==> src/rtl/segment_pkg.sv <==
// rtl/segment_pkg.sv - shared segment types and the active-low hex glyph table
package segment_pkg;

  // Segment word: bit 1 = a ... bit 7 = g, active-low
  typedef logic [7:1] seg_word_t;

  localparam seg_word_t SEG_BLANK = 7'h7F;

  // Active-low glyphs for 0..F (A, b, C, d, E, F for the letters)
  localparam seg_word_t SEG_HEX_GLYPHS [16] = '{
    7'h40, 7'h79, 7'h24, 7'h30,
    7'h19, 7'h12, 7'h02, 7'h78,
    7'h00, 7'h10, 7'h08, 7'h03,
    7'h46, 7'h21, 7'h06, 7'h0E
  };

endpackage

==> src/rtl/seg_hex_decoder.sv <==
// rtl/seg_hex_decoder.sv - combinational nibble to active-low segment decoder
module seg_hex_decoder
  import segment_pkg::*;
(
  input  logic [3:0] i_nibble,
  output seg_word_t  o_segments
);

  assign o_segments = SEG_HEX_GLYPHS[i_nibble];

endmodule

==> src/rtl/segment_mux_driver.sv <==
// rtl/segment_mux_driver.sv - multiplexed seven-segment driver; SEGMENT_BLINK_EN adds per-digit blinking
module segment_mux_driver
  import segment_pkg::*;
#(
  parameter int DIGITS       = 4,
  parameter int REFRESH_DIV  = 100000,
  parameter int BRIGHT_W     = 3,
  parameter int BLINK_FRAMES = 64
) (
  input  logic                  clk100Mhz,
  input  logic                  rst_n,
  input  logic [4*DIGITS-1:0]   display_value,
  input  logic [DIGITS-1:0]     dp_mask,
  input  logic                  blank_lz,
  input  logic [BRIGHT_W-1:0]   brightness,
  input  logic [DIGITS-1:0]     blink_mask,
  output seg_word_t             cathodes,
  output logic                  dp,
  output logic [DIGITS-1:0]     anodes,
  output logic                  frame_start
);

  localparam int TICK_W = $clog2(REFRESH_DIV);
  localparam int IDX_W  = (DIGITS > 1) ? $clog2(DIGITS) : 1;
  localparam int SLICE  = REFRESH_DIV >> BRIGHT_W;

  logic [TICK_W-1:0]   r_tick_cnt;
  logic [IDX_W-1:0]    r_digit_idx;

  logic [4*DIGITS-1:0] r_value_sh;
  logic [DIGITS-1:0]   r_dp_sh;
  logic                r_blank_lz_sh;
  logic [BRIGHT_W-1:0] r_bright_sh;

  logic [DIGITS-1:0]   r_anodes;
  seg_word_t           r_cathodes;
  logic                r_dp;
  logic                r_frame_start;

  logic                w_boundary;
  logic [4*DIGITS-1:0] w_cur_value;
  logic [DIGITS-1:0]   w_cur_dp;
  logic                w_cur_blank_lz;
  logic [BRIGHT_W-1:0] w_cur_bright;
  logic [DIGITS-1:0]   w_lz_blank;
  logic                w_blink_blank;
  logic                w_blank;
  logic [31:0]         w_on_limit;
  logic                w_lit;
  logic [3:0]          w_nibble;
  seg_word_t           w_glyph;
  logic [DIGITS-1:0]   w_onehot;

  assign w_boundary = (r_digit_idx == '0) && (r_tick_cnt == '0);

  // The boundary cycle already displays the freshly latched inputs, so the
  // whole frame (including its first cycle) is drawn from one snapshot.
  assign w_cur_value    = w_boundary ? display_value : r_value_sh;
  assign w_cur_dp       = w_boundary ? dp_mask       : r_dp_sh;
  assign w_cur_blank_lz = w_boundary ? blank_lz      : r_blank_lz_sh;
  assign w_cur_bright   = w_boundary ? brightness    : r_bright_sh;

  // Slot tick counter and digit index
  always_ff @(posedge clk100Mhz or negedge rst_n) begin
    if (!rst_n) begin
      r_tick_cnt  <= '0;
      r_digit_idx <= '0;
    end else if (r_tick_cnt == TICK_W'(REFRESH_DIV - 1)) begin
      r_tick_cnt  <= '0;
      r_digit_idx <= (r_digit_idx == IDX_W'(DIGITS - 1)) ? '0 : r_digit_idx + IDX_W'(1);
    end else begin
      r_tick_cnt  <= r_tick_cnt + TICK_W'(1);
    end
  end

  // Shadow registers captured once per frame
  always_ff @(posedge clk100Mhz or negedge rst_n) begin
    if (!rst_n) begin
      r_value_sh    <= '0;
      r_dp_sh       <= '0;
      r_blank_lz_sh <= 1'b0;
      r_bright_sh   <= '0;
    end else if (w_boundary) begin
      r_value_sh    <= display_value;
      r_dp_sh       <= dp_mask;
      r_blank_lz_sh <= blank_lz;
      r_bright_sh   <= brightness;
    end
  end

  // Leading-zero blanking: walk down from the top digit while nibbles are zero and no dp is set
  always_comb begin : lz_scan
    logic run_zero;
    w_lz_blank = '0;
    run_zero   = 1'b1;
    for (int i = DIGITS - 1; i >= 1; i--) begin
      run_zero      = run_zero && (w_cur_value[4*i +: 4] == 4'h0) && !w_cur_dp[i];
      w_lz_blank[i] = w_cur_blank_lz && run_zero;
    end
  end

`ifdef SEGMENT_BLINK_EN
  localparam int FC_W = $clog2(BLINK_FRAMES + 1);

  logic [FC_W-1:0]   r_frame_cnt;
  logic              r_blink_on;
  logic [DIGITS-1:0] r_bmask_sh;
  logic              w_blink_toggle;
  logic              w_cur_phase;
  logic [DIGITS-1:0] w_cur_bmask;

  // The counter holds the number of frames already spent in the current phase
  assign w_blink_toggle = w_boundary && (r_frame_cnt == FC_W'(BLINK_FRAMES));
  assign w_cur_phase    = w_blink_toggle ? ~r_blink_on : r_blink_on;
  assign w_cur_bmask    = w_boundary ? blink_mask : r_bmask_sh;
  assign w_blink_blank  = ~w_cur_phase & w_cur_bmask[r_digit_idx];

  // Blink phase tracking and blink mask latch
  always_ff @(posedge clk100Mhz or negedge rst_n) begin
    if (!rst_n) begin
      r_frame_cnt <= '0;
      r_blink_on  <= 1'b1;
      r_bmask_sh  <= '0;
    end else if (w_boundary) begin
      r_bmask_sh <= blink_mask;
      if (w_blink_toggle) begin
        r_blink_on  <= ~r_blink_on;
        r_frame_cnt <= FC_W'(1);
      end else begin
        r_frame_cnt <= r_frame_cnt + FC_W'(1);
      end
    end
  end
`else
  logic w_unused_blink;

  assign w_unused_blink = ^blink_mask;
  assign w_blink_blank  = 1'b0;
`endif

  assign w_blank    = w_lz_blank[r_digit_idx] | w_blink_blank;
  assign w_on_limit = (32'(w_cur_bright) + 32'd1) * 32'(SLICE);
  assign w_lit      = (32'(r_tick_cnt) < w_on_limit);
  assign w_nibble   = w_cur_value[4*r_digit_idx +: 4];
  assign w_onehot   = DIGITS'(1) << r_digit_idx;

  seg_hex_decoder u_dec (
    .i_nibble   (w_nibble),
    .o_segments (w_glyph)
  );

  // Registered pin drivers; one-hot anode only inside the brightness window
  always_ff @(posedge clk100Mhz or negedge rst_n) begin
    if (!rst_n) begin
      r_anodes      <= '1;
      r_cathodes    <= SEG_BLANK;
      r_dp          <= 1'b1;
      r_frame_start <= 1'b0;
    end else begin
      r_frame_start <= w_boundary;
      if (w_blank) begin
        r_anodes   <= '1;
        r_cathodes <= SEG_BLANK;
        r_dp       <= 1'b1;
      end else begin
        r_anodes   <= w_lit ? ~w_onehot : '1;
        r_cathodes <= w_glyph;
        r_dp       <= ~w_cur_dp[r_digit_idx];
      end
    end
  end

  assign anodes      = r_anodes;
  assign cathodes    = r_cathodes;
  assign dp          = r_dp;
  assign frame_start = r_frame_start;

endmodule

==> config.mk <==
export PLATFORM = sky130hd
export DESIGN_NAME = segment_mux_driver
export DESIGN_NICKNAME = d
export VERILOG_FILES = /design/src/rtl/segment_pkg.sv /design/src/rtl/seg_hex_decoder.sv /design/src/rtl/segment_mux_driver.sv
export SDC_FILE = /design/constraint.sdc
export NUM_CORES = 1
export LEC_CHECK = 0
export CAP_MARGIN = 30
export CORE_AREA = 2 2 102 104
export CTS_BUF_LIST = sky130_fd_sc_hd__clkbuf_8
export DETAILED_ROUTE_END_ITERATION = 6
export DIE_AREA = 0 0 104 106
export GPL_TIMING_DRIVEN = 0
export PLACE_DENSITY = 0.64
export SETUP_SLACK_MARGIN = 0.2
export SLEW_MARGIN = 20
export SYNTH_ARGS = -nofsm -noshare
export SYNTH_HDL_FRONTEND = slang
export SYNTH_SLANG_ARGS = --single-unit
==> constraint.sdc <==
create_clock -name clk100Mhz -period 7.29 [get_ports clk100Mhz]
set_input_delay 2.187 -clock clk100Mhz [delete_from_list [all_inputs] [get_ports clk100Mhz]]
set_output_delay 2.187 -clock clk100Mhz [all_outputs]
set_load 0.05 [all_outputs]
Word level (Yosys, flattened, before mapping):

Memory sizes are Yosys's and may differ from the RTL's.
Index checks and enable logic that the tools add are counted.

* multipliers: 1
* mux-type cells: 16
* reductions and logical operators: 17
* divide/modulo/power cells: 0
* $lt $le $gt $ge: 3
* bitwise operators: 3
* $add $sub $neg: 3
* shift-type cells: 2
* equality and inequality tests: 2

Operators with widths (count)
* 2-to-1 mux 7 bit: 3
* less-than comparator 17 x 18 -> 1 bit: 1
* adder 17 x 1 -> 17 bit, second input constant: 1
* == test 17 bit, second input constant: 1
* logical NOT 17 bit: 1
* 2-to-1 mux 17 bit: 1
* multiplier 4 x 12 -> 16 bit, second input constant: 1
* 2-to-1 mux 16 bit: 1
* indexed part select 16 x 5 -> 4 bit: 1
* logical NOT 4 bit: 3
* 2-to-1 mux 4 bit: 3
* logical AND 1 bit: 9
* >= comparator 5 bit, second input constant: 1
* inverter 4 -> 5 bit: 1
* adder 3 x 1 -> 4 bit, second input constant: 1
* binary-select mux 1 bit (select 2 bit): 2
* 2-to-1 mux 1 bit: 4
* inverter 4 bit: 1
* left shift 1 x 2 -> 4 bit, first input constant: 1
* logical NOT 1 bit: 3
* less-than comparator 2 x 3 -> 1 bit, second input constant: 1
* 2-to-1 mux 3 bit: 1
* adder 2 x 1 -> 2 bit, second input constant: 1
* == test 2 bit, second input constant: 1
* other kinds (3): 3

* bits in read-only memories: 112
* memories: 1
* bits in latches: 0
* bits in registers: 56
* RAM bits: 0

Memories
* (name not given): depth 16, width 7, read ports 1, clocked after memory_dff 0, write ports 0, RTL line seg_hex_decoder.sv:9 `assign o_segments = SEG_HEX_GLYPHS[i_nibble];`

Logic depth before layout (Yosys ltp):

Gate-level depths: netlist of run 1.

* word-level depth: 13
* depth in mapped cells: 29

Hierarchy:

Synthesis of run 1 repeated with hierarchy kept, for this count alone.

* cell total of the unflattened synthesis: 363
* area total of the unflattened synthesis: 3704.8 um^2

By module, submodules not included
* segment_mux_driver: instances 1, cells each 331, area each 3429.5 um^2
* seg_hex_decoder: instances 1, cells each 32, area each 275.3 um^2

Worst setup path before layout of run 1:

No wires, ideal clock.

* path kind: input to register
* start point: in brightness[0]
* end point: reg r_anodes[0], in the netlist anodes[0]
* stages on the path: 22
* required time: 7204 ps
* setup slack: 920 ps
* data arrival time: 6284 ps
* path through: a21oi_1 inv_1 ha_1 xnor2_1 inv_1 fa_1 inv_1 ha_1 a21o_1 a21oi_1 o21bai_1 a21oi_1 nor3_1 nor2_1 xor2_1 ha_1 a21o_1 a211oi_1 o211a_1 a211oi_1 a31oi_1 nand2_1

* word-level cells in the longest chain between the ends: 6

RTL lines
* start: declaration: RTL line segment_mux_driver.sv:15 `input logic [BRIGHT_W-1:0] brightness,`
* 2-to-1 mux 3 bit
* via w_cur_bright[0]: RTL line segment_mux_driver.sv:44 `logic [BRIGHT_W-1:0] w_cur_bright;`
* adder 3 x 1 -> 4 bit: RTL line segment_mux_driver.sv:142 `assign w_on_limit = (32'(w_cur_bright) + 32'd1) * 32'(SLICE);`
* multiplier 4 x 12 -> 16 bit: RTL line segment_mux_driver.sv:142
* less-than comparator 17 x 18 -> 1 bit: RTL line segment_mux_driver.sv:143 `assign w_lit = (32'(r_tick_cnt) < w_on_limit);`
* 2-to-1 mux 4 bit: RTL line segment_mux_driver.sv:166 `r_anodes <= w_lit ? ~w_onehot : '1;`
* 2-to-1 mux 4 bit: RTL line segment_mux_driver.sv:161 `if (w_blank) begin`
* end signal: assignment: RTL line segment_mux_driver.sv:166
* end: declaration: RTL line segment_mux_driver.sv:35 `logic [DIGITS-1:0] r_anodes;`

The timed path passes the listed nets, and every way through them passes these cells.
A chain may end at the register's enable or synchronous reset.

Worst setup path after layout of run 1:

* start point: in brightness[0]
* end point: reg r_anodes[2], in the netlist anodes[2]

The elaborated chain is that of the path after synthesis.

==> flow_summary.json, run 1 <==
{
  "io_pins": 43,
  "drc": 0,
  "fin_crit_ns": 6.68,
  "via_count": 2993,
  "synth-edff-count": 0,
  "rsz0062_at_grt": "no",
  "ant_nets": 0,
  "final_cell_area_mm2": 0.00465,
  "p_comb_share_pct": 23.2,
  "finalSetupViolations": 0,
  "drt-total-wl_mm": 8.97,
  "critPathCapture": "anodes[2]$_DFF_PN1_",
  "syn_nets": 442,
  "p_seq_share_pct": 49.0,
  "p_total_mw": 0.670,
  "power.density_cell_area_mw_per_mm2": 144,
  "cp_max_fo": 5,
  "hp-class": "flop to flop",
  "ctsLongestPathBuffers": 2,
  "synth_flop_cell": "dfrtp_1",
  "clock_sinks": 56,
  "grt_max_degree": 57,
  "antenna_cells": 0,
  "rows": 37,
  "async_reset_ff_share_pct": 100,
  "cts-root-buf": "clkbuf_8",
  "pwr-share-clk_pct": 27.8,
  "ys_ff_latch": 56,
  "crit_type": "input port to flop",
  "grt_pass1_wl_mm": 15.0,
  "yosysSeqAreaShare_pct": 36.2,
  "run_status": "finished, final reports clean",
  "start_util_pct": 39.1,
  "worst_slack_ns": 0.610,
  "leakage_nw": 2.07,
  "holdBufCountCts": 0,
  "synth_warnings": 0,
  "die_area_mm2": 0.0110,
  "gp_congestion": 0.877,
  "finClkSkew_ns": 0.0146,
  "period_share_pct": 91.6,
  "crit_path_start_kind": "input port",
  "internal_power_mw": 0.480,
  "grt_overflow": 0,
  "finalHoldViolCount": 0,
  "ctsHtreeMaxLevel": 2,
  "yosysUniqueCellTypes": 61,
  "clk_latency_ns": 0.32,
  "cts_buffers": 5,
  "synth_area_leaders": "dfrtp_1 (28%), ha_1 (14%), dfstp_2 (8.1%), mux2_2 (5.8%), inv_1 (3.1%)",
  "startpoint": "brightness[0]",
  "synth_top_cell_by_area": "dfrtp_1",
  "required_ns": 7.53,
  "switchingPower_mw": 0.190,
  "core_mm2": 0.0100,
  "vdd_drop_max_mv": 0.0868,
  "tns_ns": 0,
  "wire_per_inst_um": 16.1,
  "r2r_cells": 27,
  "nFillCells": 958,
  "drt_pass1_iterations": 4,
  "cap_violations": 0,
  "relSlewSlack_pct": 51.9,
  "grt_pass1_vias": 3054,
  "mostFrequentLayoutCell": "dfrtp_1",
  "post-place-ws_ns": -0.527,
  "dpl_cell_area_mm2": 0.00446,
  "tightest_slew_ns": 0.716,
  "arrival_ns": 6.92,
  "die_w_um": 104,
  "reg2reg_to": "anodes[2]$_DFF_PN1_",
  "timing.fmax_mhz": 150,
  "netlist.area_leader.share_pct": 28.2,
  "end_kind": "flop",
  "regToRegSetupSlack_ns": 0.87,
  "die_h_um": 106,
  "area_delta_synth_final_pct": 19.1,
  "gr-usage-all-layers_pct": 16.8,
  "whs_path_depth": 1,
  "r2r_start": "r_tick_cnt[12]$_DFF_PN0_",
  "routed_via_density": 5.38,
  "numPortBuffers": 38,
  "drt_iter0_markers": 140,
  "finalNetCount": 493,
  "final_layout_size_suffix_gt1_share_pct": 16.9,
  "mostFrequentLayoutCells": "dfrtp_1 (44), ha_1 (42), clkdlybuf4s50_1 (37)",
  "multi_input_area_mm2": 0.00235,
  "netlist_area_mm2": 0.00391,
  "antenna_found_initial": 0,
  "p_sw_share_pct": 28.3,
  "dp_hpwl_mm": 6.93,
  "path_clk_slew_ns": 0.09,
  "syn_area_per_cell_um2": 10.6,
  "seqCellArea_mm2": 0.00142,
  "syn_inst": 368,
  "tritoncts": "yes",
  "slew_viol_final": 0
}
==> state kept, by name, summed over array words and instances, names as in the netlist <==
name           cells
anodes             4
cathodes           7
dp                 1
frame_start        1
r_blank_lz_sh      1
r_bright_sh        3
r_digit_idx        2
r_dp_sh            4
r_tick_cnt        17
r_value_sh        16
==> power groups by stage <==
stage                     Clock [mW]  Sequential [mW]  Combinational (mW)
after global routing           0.202            0.330               0.174
after global placement             0            0.334               0.146
final                          0.186            0.328               0.155
after floorplan                    0            0.347              0.0864
after CTS                      0.190            0.328               0.154
after detailed placement           0            0.334               0.152
==> logic make-up (layout without fill, tap and decap cells) <==
group	count (synthesis)	count (layout)	share of synthesized area (%)
AO/OA/AOI/OAI	75	75	12.9
AND/OR/NAND/NOR	92	92	13.1
adder cells (fa/ha/maj)	44	44	14.3
multiplexers	39	39	13.9
buffers and inverters	41	93	4.84
flip-flops	56	56	36.2
XOR/XNOR	21	21	4.71
==> area by class of cell <==
type                       count  area share (%)
inverter                      33            2.69
multi-input combinational    271            50.6
buffer                         8            1.43
tap                          136            3.66
timing repair buffer          44            9.09
sequential                    56            30.4
clock inverter                 1          0.0807
clock buffer                   7            2.07
==> stage by stage <==
step	hold slack (ns)	utilization, %	cells
4_1_cts	0.515	45.8	550
2_1_floorplan	0.468	-	368
3_5_place_dp	0.493	44.6	542
3_3_place_gp	0.488	44.6	542
6_report	0.515	46.5	556
5_1_grt	0.541	46.5	556
==> cell usage after synthesis, types with 4 or more instances <==
cell,number
nor2_1,20
nand2_1,24
or4_1,5
mux2i_1,9
ha_1,43
xor2_1,12
a31oi_1,7
a211oi_1,4
mux4_2,5
nor4_1,4
xnor2_1,9
nand3_1,7
nor3_1,8
dfstp_2,12
a21oi_1,13
mux2_2,20
o21ai_0,20
a21o_1,4
nand4_1,7
dfrtp_1,44
inv_1,32
==> what timing repair did <==
item,4_1_cts,5_1_grt
endpoints found under the setup margin,4,4
buffers inserted,0,6
resized for setup,5,4
pin swaps,0,3
==> layer usage <==
| metal | vias up | part of all wire, % | track usage [%] |
|---|---|---|---|
| li1 | 1448 | - | - |
| met1 | 1486 | 44 | 20.7 |
| met2 | 51 | 52 | 30.9 |
| met3 | 8 | 2.5 | 2.39 |
| met4 | 0 | 1.2 | 4.25 |
| met5 | - | 0 | 0 |
==> worst min path at each step <==
stage / startpoint / endpoint / slack [ns]
after global placement: r_dp_sh[0]$_DFF_PN0_ / r_dp_sh[0]$_DFF_PN0_ / 0.49
final: r_dp_sh[0]$_DFF_PN0_ / r_dp_sh[0]$_DFF_PN0_ / 0.51
after detailed placement: r_dp_sh[0]$_DFF_PN0_ / r_dp_sh[0]$_DFF_PN0_ / 0.49
after CTS: r_dp_sh[0]$_DFF_PN0_ / r_dp_sh[0]$_DFF_PN0_ / 0.52
after floorplan: r_dp_sh[0]$_DFF_PN0_ / r_dp_sh[0]$_DFF_PN0_ / 0.47
after global routing: r_blank_lz_sh$_DFF_PN0_ / r_blank_lz_sh$_DFF_PN0_ / 0.54
==> worst max-delay path: stages <==
cell	delay [ns]
clkdlybuf4s50_1	0.51
a21oi_4	0.24
inv_1	0.18
ha_4	0.32
ha_1	0.17
inv_1	0.06
fa_1	0.52
inv_1	0.05
ha_1	0.21
a21o_1	0.19
a21oi_1	0.21
o21bai_1	0.12
a21oi_2	0.20
nor3_1	0.08
nor2_1	0.11
xor2_1	0.16
ha_1	0.26
a21o_1	0.17
a211oi_1	0.26
o211a_1	0.20
o211ai_1	0.13
a31oi_4	0.28
nand2_1	0.09
Note: power is estimated with default switching activity, not from simulation.
==> inputs of run 2 (changes only) <==
--- a/config.mk
+++ b/config.mk
@@ -5,7 +5,7 @@
 export SDC_FILE = /design/constraint.sdc
 export NUM_CORES = 1
 export LEC_CHECK = 0
-export CAP_MARGIN = 30
+export CAP_MARGIN = 20
 export CORE_AREA = 2 2 102 104
 export CTS_BUF_LIST = sky130_fd_sc_hd__clkbuf_8
 export DETAILED_ROUTE_END_ITERATION = 6
==> results of run 2 <==
Same layout as run 1: the final DEF is identical, and so are final timing and power.
==> inputs of run 3 (changes only) <==
--- a/config.mk
+++ b/config.mk
@@ -13,6 +13,7 @@
 export GPL_TIMING_DRIVEN = 0
 export PLACE_DENSITY = 0.64
 export SETUP_SLACK_MARGIN = 0.2
+export SKIP_LAST_GASP = 1
 export SLEW_MARGIN = 20
 export SYNTH_ARGS = -nofsm -noshare
 export SYNTH_HDL_FRONTEND = slang
==> results of run 3 <==
Same layout as run 1: the final DEF is identical, and so are final timing and power.
